<file path="src/rtl/fp64_pkg.sv">
// -----------------------------------------------------------------------------
// fp64_pkg
// Shared definitions for the binary64 multiplier back end: field widths, bias,
// special encodings, the operand class carried down the pipeline, flag bit
// positions and the stage-1 payload record.
// -----------------------------------------------------------------------------
package fp64_pkg;

    localparam int EXP_W  = 11;               // exponent field width
    localparam int MAN_W  = 52;               // stored fraction width
    localparam int BIAS   = 1023;             // exponent bias
    localparam int PROD_W = 2 * (MAN_W + 1);  // raw significand product width (106)
    localparam int E_W    = 14;               // signed working exponent width

    localparam logic [63:0]      QNAN_64 = 64'h7FF8_0000_0000_0000;
    localparam logic [EXP_W-1:0] INF_EXP = '1;

    // Operand class resolved in stage 1; specials bypass the rounding path.
    typedef enum logic [1:0] {
        CLS_NUM  = 2'd0,
        CLS_ZERO = 2'd1,
        CLS_INF  = 2'd2,
        CLS_NAN  = 2'd3
    } fp_cls_e;

    // Bit positions inside flags = {invalid, overflow, underflow, inexact}.
    localparam int FLAG_INEXACT   = 0;
    localparam int FLAG_UNDERFLOW = 1;
    localparam int FLAG_OVERFLOW  = 2;
    localparam int FLAG_INVALID   = 3;

    // Everything stage 2 needs from stage 1.
    typedef struct packed {
        logic                   sign;
        fp_cls_e                cls;
        logic                   invalid;
        logic [MAN_W-1:0]       frac;
        logic                   g;
        logic                   st;
        logic signed [E_W-1:0]  e;
    } s1_t;

    // Special-operand priority: NaN (or inf*0) > inf > zero > ordinary number.
    function automatic fp_cls_e classify(input logic nan, input logic inf, input logic zero);
        if (nan || (inf && zero)) return CLS_NAN;
        else if (inf)             return CLS_INF;
        else if (zero)            return CLS_ZERO;
        else                      return CLS_NUM;
    endfunction

endpackage

</file>
<file path="src/rtl/fp64_mul_norm_round_round.sv">
// -----------------------------------------------------------------------------
// fp_round_rne
// Combinational round-to-nearest-even and range check for a normalised
// significand.
//   frac_i/g_i/st_i : 52-bit fraction, guard bit, sticky bit
//   e_i             : signed unbiased-plus-bias exponent before rounding
//   exp_o/frac_o    : packed exponent and fraction (inf or zero when out of range)
//   overflow_o/underflow_o/inexact_o : arithmetic flags for this result
// -----------------------------------------------------------------------------
module fp_round_rne
    import fp64_pkg::*;
(
    input  logic [MAN_W-1:0]      frac_i,
    input  logic                  g_i,
    input  logic                  st_i,
    input  logic signed [E_W-1:0] e_i,
    output logic [EXP_W-1:0]      exp_o,
    output logic [MAN_W-1:0]      frac_o,
    output logic                  overflow_o,
    output logic                  underflow_o,
    output logic                  inexact_o
);

    localparam logic signed [E_W-1:0] E_MAX  = E_W'((2 ** EXP_W) - 1);
    localparam logic signed [E_W-1:0] E_ZERO = '0;

    logic                  inc;
    logic [MAN_W:0]        sum;
    logic signed [E_W-1:0] e_rnd;

    always_comb begin
        // NOTE: every output gets a default before the range checks so no path
        // leaves a value unassigned, which would otherwise infer a latch.
        inc         = g_i & (st_i | frac_i[0]);
        sum         = {1'b0, frac_i} + {{MAN_W{1'b0}}, inc};
        // A carry out of an all-ones fraction leaves frac=0 and bumps the exponent.
        e_rnd       = e_i + $signed({{(E_W-1){1'b0}}, sum[MAN_W]});
        inexact_o   = g_i | st_i;
        overflow_o  = 1'b0;
        underflow_o = 1'b0;
        exp_o       = e_rnd[EXP_W-1:0];
        frac_o      = sum[MAN_W-1:0];

        if (e_rnd >= E_MAX) begin
            overflow_o = 1'b1;
            inexact_o  = 1'b1;
            exp_o      = INF_EXP;
            frac_o     = '0;
        end else if (e_rnd <= E_ZERO) begin
            // No subnormal support: anything below the normal range flushes to zero.
            underflow_o = 1'b1;
            inexact_o   = 1'b1;
            exp_o       = '0;
            frac_o      = '0;
        end
    end

endmodule

</file>
<file path="src/rtl/fp64_mul_norm_round.sv">
// -----------------------------------------------------------------------------
// fp64_mul_norm_round
// Final stage of the binary64 multiplier. Stage 1 normalises the 106-bit
// significand product and removes the bias; stage 2 rounds to nearest-even,
// resolves specials and registers the packed result. valid/ready on both sides,
// full throughput, two-cycle latency.
//   clk, rst_n              : clock, asynchronous active-low reset
//   in_valid/in_ready       : input handshake
//   sign_in, exp_sum        : result sign, ea+eb (biased twice)
//   man_prod                : {1,fa}*{1,fb}
//   zero_in/inf_in/nan_in   : operand special-case indications
//   out_valid/out_ready     : output handshake
//   result, flags           : packed binary64, {invalid, overflow, underflow, inexact}
// -----------------------------------------------------------------------------
module fp64_mul_norm_round
    import fp64_pkg::*;
(
    input  logic              clk,
    input  logic              rst_n,
    input  logic              in_valid,
    output logic              in_ready,
    input  logic              sign_in,
    input  logic [EXP_W:0]    exp_sum,
    input  logic [PROD_W-1:0] man_prod,
    input  logic              zero_in,
    input  logic              inf_in,
    input  logic              nan_in,
    output logic              out_valid,
    input  logic              out_ready,
    output logic [63:0]       result,
    output logic [3:0]        flags
);

    logic        s1_valid_q;
    s1_t         s1_d, s1_q;
    logic        out_valid_q;
    logic [63:0] result_d, result_q;
    logic [3:0]  flags_d, flags_q;
    logic        s2_load;
    logic        norm;

    logic [EXP_W-1:0] rnd_exp;
    logic [MAN_W-1:0] rnd_frac;
    logic             rnd_ovf, rnd_unf, rnd_inx;

    // Output register loads whenever it is empty or being drained; stage 1
    // can accept whenever it is empty or moving into the output register.
    assign s2_load  = !out_valid_q || out_ready;
    assign in_ready = !s1_valid_q || s2_load;

    // ---------------- Stage 1: normalise ----------------
    always_comb begin
        s1_d         = '0;
        norm         = man_prod[PROD_W-1];   // product in [2,4): shift right by one
        s1_d.sign    = sign_in;
        s1_d.cls     = classify(nan_in, inf_in, zero_in);
        s1_d.invalid = inf_in & zero_in;
        if (norm) begin
            s1_d.frac = man_prod[PROD_W-2 -: MAN_W];
            s1_d.g    = man_prod[PROD_W-2-MAN_W];
            s1_d.st   = |man_prod[PROD_W-3-MAN_W:0];
        end else begin
            s1_d.frac = man_prod[PROD_W-3 -: MAN_W];
            s1_d.g    = man_prod[PROD_W-3-MAN_W];
            s1_d.st   = |man_prod[PROD_W-4-MAN_W:0];
        end
        // Modular 14-bit arithmetic yields the correct two's-complement value.
        s1_d.e = $signed(E_W'(exp_sum) + E_W'(norm) - E_W'(BIAS));
    end

    // ---------------- Stage 2: round and pack ----------------
    fp_round_rne u_round (
        .frac_i      (s1_q.frac),
        .g_i         (s1_q.g),
        .st_i        (s1_q.st),
        .e_i         (s1_q.e),
        .exp_o       (rnd_exp),
        .frac_o      (rnd_frac),
        .overflow_o  (rnd_ovf),
        .underflow_o (rnd_unf),
        .inexact_o   (rnd_inx)
    );

    always_comb begin
        result_d = '0;
        flags_d  = '0;
        unique case (s1_q.cls)
            CLS_NAN: begin
                result_d               = QNAN_64;
                flags_d[FLAG_INVALID]  = s1_q.invalid;
            end
            CLS_INF:  result_d = {s1_q.sign, INF_EXP, {MAN_W{1'b0}}};
            CLS_ZERO: result_d = {s1_q.sign, {(EXP_W+MAN_W){1'b0}}};
            default: begin
                result_d                = {s1_q.sign, rnd_exp, rnd_frac};
                flags_d[FLAG_OVERFLOW]  = rnd_ovf;
                flags_d[FLAG_UNDERFLOW] = rnd_unf;
                flags_d[FLAG_INEXACT]   = rnd_inx;
            end
        endcase
    end

    // ---------------- Control and output registers ----------------
    always_ff @(posedge clk or negedge rst_n) begin
        if (!rst_n) begin
            s1_valid_q  <= 1'b0;
            out_valid_q <= 1'b0;
            result_q    <= '0;
            flags_q     <= '0;
        end else begin
            // NOTE: non-blocking assignments here so every register samples the
            // pre-edge values of the others; the handshake depends on that.
            if (in_ready)
                s1_valid_q <= in_valid;
            if (s2_load) begin
                out_valid_q <= s1_valid_q;
                if (s1_valid_q) begin
                    result_q <= result_d;
                    flags_q  <= flags_d;
                end
            end
        end
    end

    // NOTE: the stage-1 payload is qualified by s1_valid_q, so it needs no reset;
    // leaving it out keeps the wide data flops plain enable registers.
    always_ff @(posedge clk) begin
        if (in_valid && in_ready)
            s1_q <= s1_d;
    end

    assign out_valid = out_valid_q;
    assign result    = result_q;
    assign flags     = flags_q;

endmodule

</file>
<file path="config.mk">
export PLATFORM = sky130hd
export DESIGN_NAME = fp64_mul_norm_round
export DESIGN_NICKNAME = d
export VERILOG_FILES = /design/src/rtl/fp64_pkg.sv /design/src/rtl/fp64_mul_norm_round_round.sv /design/src/rtl/fp64_mul_norm_round.sv
export SDC_FILE = /design/constraint.sdc
export NUM_CORES = 1
export LEC_CHECK = 0
export CAP_MARGIN = 15
export CORE_MARGIN = 4
export CORE_UTILIZATION = 34
export CTS_CLUSTER_DIAMETER = 40
export DETAILED_ROUTE_END_ITERATION = 8
export GPL_TIMING_DRIVEN = 0
export PLACE_DENSITY = 0.6
export SLEW_MARGIN = 40
export SYNTH_ARGS = -nofsm -noshare
export SYNTH_HDL_FRONTEND = slang
export SYNTH_SLANG_ARGS = --single-unit
</file>
<file path="constraint.sdc">
create_clock -name clk -period 3.37 [get_ports clk]
set_input_delay 0.5055 -clock clk [delete_from_list [all_inputs] [get_ports clk]]
set_output_delay 0.5055 -clock clk [all_outputs]
set_load 0.05 [all_outputs]
</file>
Word-level counts from Yosys, hierarchy flattened
Index checks and enable logic that the tools add are counted. Widths: inputs -> output; s select.

Bits in registers: 142. Bits of input ports: 126.

Add/subtract/negate cells: 4. Magnitude comparators: 2. Equal/unequal tests: 3. Mux-type cells: 15. Bitwise operators: 4. Reductions and logical operators: 12.

Operator list (count): $pmux 64 s3 (1); $mux 52 (2); $mux 54 (1); $add 52x1->53 (1); $reduce_or 52->1 (1); $reduce_or 51->1 (1); $mux 11 (2); $add 14x2->14 (1); $ge 14x12->1 const B (1); $le 14x1->1 const B (1); $sub 13x10->14 const B (1); $add 12x1->13 (1); $mux 1 (8); $eq 2x2->1 const B (2); $logic_or 1x1->1 (3); $mux 3 (1); $reduce_or 3->1 (1); $and 1x1->1 (2); $eq 2x1->1 const B (1); $logic_and 1x1->1 (2); $logic_not 1->1 (2); $or 1x1->1 (2); $reduce_and 2->1 (1); $reduce_or 2->1 (1).

Logic depth before layout (Yosys ltp)
Gate-level depths: netlist of run 1.

Word-level depth: 8. Depth in mapped cells: 16. Gate-level depth less buffers: 14.

Hierarchy
From an unflattened synthesis of run 1, not the netlist that was laid out.

Cell total of the unflattened synthesis: 786. Area, all modules: 7983.9 sq um.

By module, submodules not included: fp64_mul_norm_round (instances 1, cells each 499, area each 6132.1 sq um); fp_round_rne (instances 1, cells each 287, area each 1851.8 sq um).

Worst setup path after synthesis of run 1
Ideal clock, no wire load.

Path kind: reg-to-reg. Start: register s1_q[14] (netlist bit). End: register result_q[43], in the netlist result[43]. Arrival time: 3.208 ns. Data required time: 3.243 ns. Path slack: 0.035 ns. Cell stages (with the launch flop): 16. Clock period less this slack: 3.335 ns. Path through: edfxtp_1 -> o21a_1 -> ha_1 -> ha_1 -> and4_1 -> nand3_1 -> nor4_1 -> ha_1 -> and3_1 -> buf_4 -> xnor2_1 -> or4_1 -> o21ai_2 -> nand3b_4 -> buf_6 -> o21ai_0.

Longest elaborated chain between the ends: 8. Elaborated cells on any way between the ends: 9. Classes of those cells: add/sub: 2; order compare: 2; mux: 3; bitwise: 2.

Ends and longest elaborated chain: start: declaration (line fp64_mul_norm_round.sv:35) `s1_t s1_d, s1_q;`; start signal: assignment (line fp64_mul_norm_round.sv:129) `s1_q <= s1_d;`; $or 1x1->1 (*) (line fp64_mul_norm_round_round.sv:34) `inc = g_i & (st_i | frac_i[0]);`; $and 1x1->1 (*) (line fp64_mul_norm_round_round.sv:34); $add 52x1->53 (*) (line fp64_mul_norm_round_round.sv:35) `sum = {1'b0, frac_i} + {{MAN_W{1'b0}}, inc};`; $add 14x2->14 (line fp64_mul_norm_round_round.sv:37) `e_rnd = e_i + $signed({{(E_W-1){1'b0}}, sum[MAN_W]});`; $le 14x1->1 (line fp64_mul_norm_round_round.sv:49) `end else if (e_rnd <= E_ZERO) begin`; $mux 52 (line fp64_mul_norm_round_round.sv:49); $mux 52 (*) (line fp64_mul_norm_round_round.sv:44) `if (e_rnd >= E_MAX) begin`; $pmux 64 s3 (*) (line fp64_mul_norm_round.sv:87) `unique case (s1_q.cls)`; end signal: assignment (line fp64_mul_norm_round.sv:118) `result_q <= result_d;`; end: declaration (line fp64_mul_norm_round.sv:37) `logic [63:0] result_d, result_q;`.

Every way passes the cells marked *; elsewhere a longest branch is shown, timed or not. A chain may end at the register's enable or synchronous reset.

Final worst setup path of run 1
Start: register s1_q[16] (netlist bit). End: register result_q[42], in the netlist result[42].

Longest elaborated chain between the ends: 8. Elaborated cells on any way between the ends: 9. Classes of those cells: add/sub: 2; order compare: 2; mux: 3; bitwise: 2.

Ends and longest elaborated chain (line): $or 1x1->1 (fp64_mul_norm_round_round.sv:34); $and 1x1->1 (fp64_mul_norm_round_round.sv:34); $add 52x1->53 (*) (fp64_mul_norm_round_round.sv:35); $add 14x2->14 (fp64_mul_norm_round_round.sv:37); $le 14x1->1 (fp64_mul_norm_round_round.sv:49); $mux 52 (fp64_mul_norm_round_round.sv:49); $mux 52 (*) (fp64_mul_norm_round_round.sv:44); $pmux 64 s3 (*) (fp64_mul_norm_round.sv:87).

Marked as above.

==> results, run 1 <==
- The area occupied by multi-input gates is 3500 µm².
- The detailed-route DRC error count is 0.
- Once placement completed, the tool counted placed cells totaling 1128.
- The root buffer cell chosen for the clock tree is clkbuf_16.
- The static power due to leakage is 4.04 nW.
- The placement-stage worst setup slack is -0.863 ns.
- Of the available clock period, the critical path in the final layout requires 103%.
- In this run the tool buffered the top-level ports with 194 buffer cells.
- The number of antenna violations at the first check in global routing is 3.
- The global-route wire length before repair is 31.1 mm.
- The layout has 1885 filler cells.
- The highest fanout seen on the critical path is 5.
- Sorting the synthesized cells by how often they occur yields nand2_1 (87), edfxtp_1 (72), dfrtp_1 (70).
- The maximum frequency from static timing analysis is 0.288 GHz.
- The clock period minus worst slack is 3.47 ns.
- Counting stages on the worst path, the most repeated cell is ha_2.
- The placed standard-cell area is 9600 µm².
- Measured along the x axis, the die boundary spans 154 µm.
- The setup-violating endpoint count in the final report is 46.
- The largest stage delay on the critical path is 0.53 ns.
- The number of pins exceeding their max-slew limit in the final report is 0.
- Sorting the synthesized cells by area gives the leading types as edfxtp_1 (30%), dfrtp_1 (24%), mux2_2 (8.4%).
- Of the total synthesized cell area, the portion taken by AND, OR, NAND and NOR gates is 17.8%.
- During I/O placement, the number of pins put on the boundary was 196.
- Excluding fillers, the count of instances in the completed layout stands at 1200.
- The detail-routed net length per standard cell is 16.9 µm.
- The flip-flop and latch count after synthesis is 142.
- The fraction of layout cells with a size suffix above 1 is 22.3%.
- The data arrival time of the worst path is 3.78 ns.
- The path type of the worst setup path is flip-flop to flip-flop.
- The share of the yosys chip area belonging to registers is 53.9%.
- The y dimension of the die is 154 µm.
- The slowest stage of the critical path is the or4_4 cell.
- The portion of synthesized cell area occupied by the leading cell type is 29.8%.
- The synthesized netlist devotes 8.56% of its cell area to XOR and XNOR gates.
- The clock tree from TritonCTS is yes.
- The core area is 21000 µm².
- In this run the tightest slew margin relative to its limit is 50.2%.
- nand2_1 is the most common cell in the netlist.
- The reg2reg setup slack is -0.10 ns.
- The die covers 23800 µm².
- The least setup slack across all paths after layout is -0.102 ns.
- The leftover overflow at the end of global routing is 0.
- The post-route worst hold slack is 0.473 ns.
- For this block, the initial DRC count from the detailed router was 297.
- The endpoint kind of the worst setup timing path is a flip-flop.
- After legalization and detailed placement, the total HPWL measured 14.8 mm.
- IR analysis of the VDD net gives a maximum drop of 0.000259 V.
- The post-CTS clock slew at the launch and capture registers of the worst setup and hold paths is 0.06 ns.
- Setup repair after global routing could not meet its margin everywhere.
- At the later pin of the worst-skew pair, clock insertion delay measures 0.42 ns.
- The first detailed-routing pass ran for 4 iterations.
- The final RePlAce weighted congestion is 0.880.
- The buffer depth of the longest clock path is 2.
- For this design, the sink count on the clock tree is 142.
- Among all flip-flop cells after synthesis, the most frequent one is edfxtp_1.
- After synthesis, the share of flip-flops with an asynchronous set or reset is 49.3%.
- The total power per unit cell area is 437 nW/µm².
- The instance count of the mapped netlist is 657.
- The run finished, with violations left.
- The layout-stage area growth over the synthesis result is 50.6%.
- For this run, the total global-route usage over all layers was measured as 16.8%.
- The via count of the first global-routing pass is 5854.
- A synthesized cell averages 11.1 µm².
- The final number of hold-violating endpoints is 0.
- The post-synth design cell area is 7260 µm².
- After synthesis, the netlist uses 48 different library cells.
- In the routed layout, each cell is associated on average with a via count of 4.90.
- The type of the worst min-delay path is flip-flop to flip-flop.
- The maximum number of pins on one net before global-route repair is 44.
- The portion of synthesized area spent on multiplexers is 8.51%.
- For this block, the routed nets add up to 20.2 mm of wire.
- Yosys mapped a number of flops with a built-in enable equal to 72.
- Summing the areas of all compound-gate instances in the mapped netlist gives 7.03% of the synthesized area.
- The largest total area in the synthesized netlist belongs to edfxtp_1.
- Once the floorplan was initialized, standard cells occupied 34.5% of the core.
- The count of synthesis-stage warnings from yosys is 0.
- With fillers left out, the area of the finished cells amounts to 10900 µm².
- The net count after synthesis is 790.
- The slew of the pin with the lowest slew margin is 0.747 ns.
- The adder and majority cell fraction of the synthesized area is 1.21%.
- The worst setup path is launched from a flip-flop.
- The count of H-tree levels built during CTS is 4.
- The combinational family with the most area after synthesis is simple AND/OR/NAND/NOR gates.
- The overall via count from detail_route is 5884.
- The final reports fail on negative setup slack.
- In this run the remaining antenna-violating nets after routing total 0.
- In this run the core area contains 53 standard-cell rows.
- The sum of negative setup slack is -2.81 ns.
- The final-stage net count is 1043.
- The sequential cells in the finished layout cover a total of 3910 µm².
- The endpoint required time on the critical path is 3.68 ns.
- The max-cap violation count is 0.
- Across the routed clock network, the largest skew measured is 0.00506 ns.
- Traced cell by cell, the critical path runs through o21a_1 -> ha_2 -> ha_4 -> and4_4 -> nand3_4 -> nor4_4 -> ha_2 -> and3_4 -> xnor2_4 -> or4_4 -> o21ai_4 -> nand3b_4 -> buf_12 -> buf_8 -> o21ai_1.
- The number of buffers inserted during clock tree synthesis is 17.
-- per-stage QoR --
step / util, % / total power [W]
3_3_place_gp: 45.4 / 0.00277
2_1_floorplan: - / 0.00243
3_5_place_dp: 45.7 / 0.00278
4_1_cts: 50.6 / 0.00479
6_report: 52.0 / 0.00478
5_1_grt: 52.0 / 0.00496
-- registers in the layout (all words and copies together), names as in the netlist --
signal      cells
s1_valid_q      1
result         64
flags           4
out_valid       1
s1_q           72
-- layer usage --
layer	share of wire, %	GRT usage [%]	vias to the layer above
met5	0.099	0	-
met4	1.4	5.21	2
met3	6.2	4.90	24
met2	49	28.0	178
met1	43	21.1	2778
li1	-	-	2902
-- cell type report --
type | count | area share, %
inverters | 12 | 0.412
plain buffers | 32 | 1.78
diodes | 2 | 0.0458
flip-flops and latches | 142 | 35.8
repair buffers | 234 | 21.2
clock inverters | 14 | 1.75
multi-input cells | 471 | 32.0
clock buffers | 18 | 3.92
well taps | 275 | 3.15
-- repair_timing --
item / 4_1_cts / 5_1_grt
gates resized for setup: 60 / 84
pin swaps: 25 / 34
hold buffers: 1 / 0
hold endpoints to repair: 27 / 0
gates cloned: 5 / 1
buffers inserted: 23 / 9
setup endpoints to repair: 66 / 62
-- worst max-delay path, delay by kind of cell (launching register included) --
family                     cells  cell delay [ns]
DFF                            1             0.35
adders and majority gates      3             0.60
xor gates and xnor gates       1             0.07
buffers and inverters          2             0.26
and+or+nand+nor                6             1.64
AOI/OAI and AO/OA              3             0.42
-- cell families after synthesis --
logic type / Yosys count
AO/OA/AOI/OAI: 85
XOR/XNOR: 71
adder cells (fa/ha/maj): 7
buffers and inverters: 45
flip-flops: 142
multiplexers: 55
AND/OR/NAND/NOR: 252
-- layout by cell type (no fill, tap or decap), types with 4 or more instances in the layout --
master	synthesis	routed
o21ai_1	4	21
xnor2_1	34	33
and3_1	6	5
xor2_1	37	35
a311oi_2	0	4
buf_4	2	31
clkbuf_1	21	21
nor2_1	33	30
nand2b_1	6	6
a311oi_1	8	4
bufinv_16	0	4
clkinv_4	0	4
inv_1	12	12
buf_2	5	4
nor3_1	13	10
buf_6	5	10
and4_1	14	10
dfrtp_1	70	70
mux2_2	54	54
o21ai_2	1	29
edfxtp_1	72	72
buf_8	0	4
nand2_1	87	86
a31oi_1	4	4
and4_4	0	4
nand3_1	28	26
nor4_1	17	14
o21ai_0	52	6
and2_1	12	12
clkdlybuf4s50_1	0	193
nand4_1	24	24
clkbuf_16	0	17
clkinv_2	0	4
-- final timing paths --
path                            from    endpoint  depth (start not counted)
max                         s1_q[16]  result[42]                         15
min                        result[4]   result[4]                          2
max reg2reg                 s1_q[16]  result[42]                         15
min reg2reg                result[4]   result[4]                          2
max in group asynchronous      rst_n  result[59]                          3
min in group asynchronous      rst_n  result[27]                          2
-- power by group --
group          switching, W  total (W)  leakage (nW)  internal [W]
clock network      0.000730    0.00197         0.304       0.00124
logic              0.000416   0.000779          2.12      0.000363
registers         0.0000785    0.00203          1.62       0.00195
(Power assumes the default switching activity.)
==> run 2: changes to the inputs <==
- CTS_CLUSTER_SIZE: default -> 40
==> results of run 2 <==
No change in the layout: final DEF, timing and power equal those of run 1.
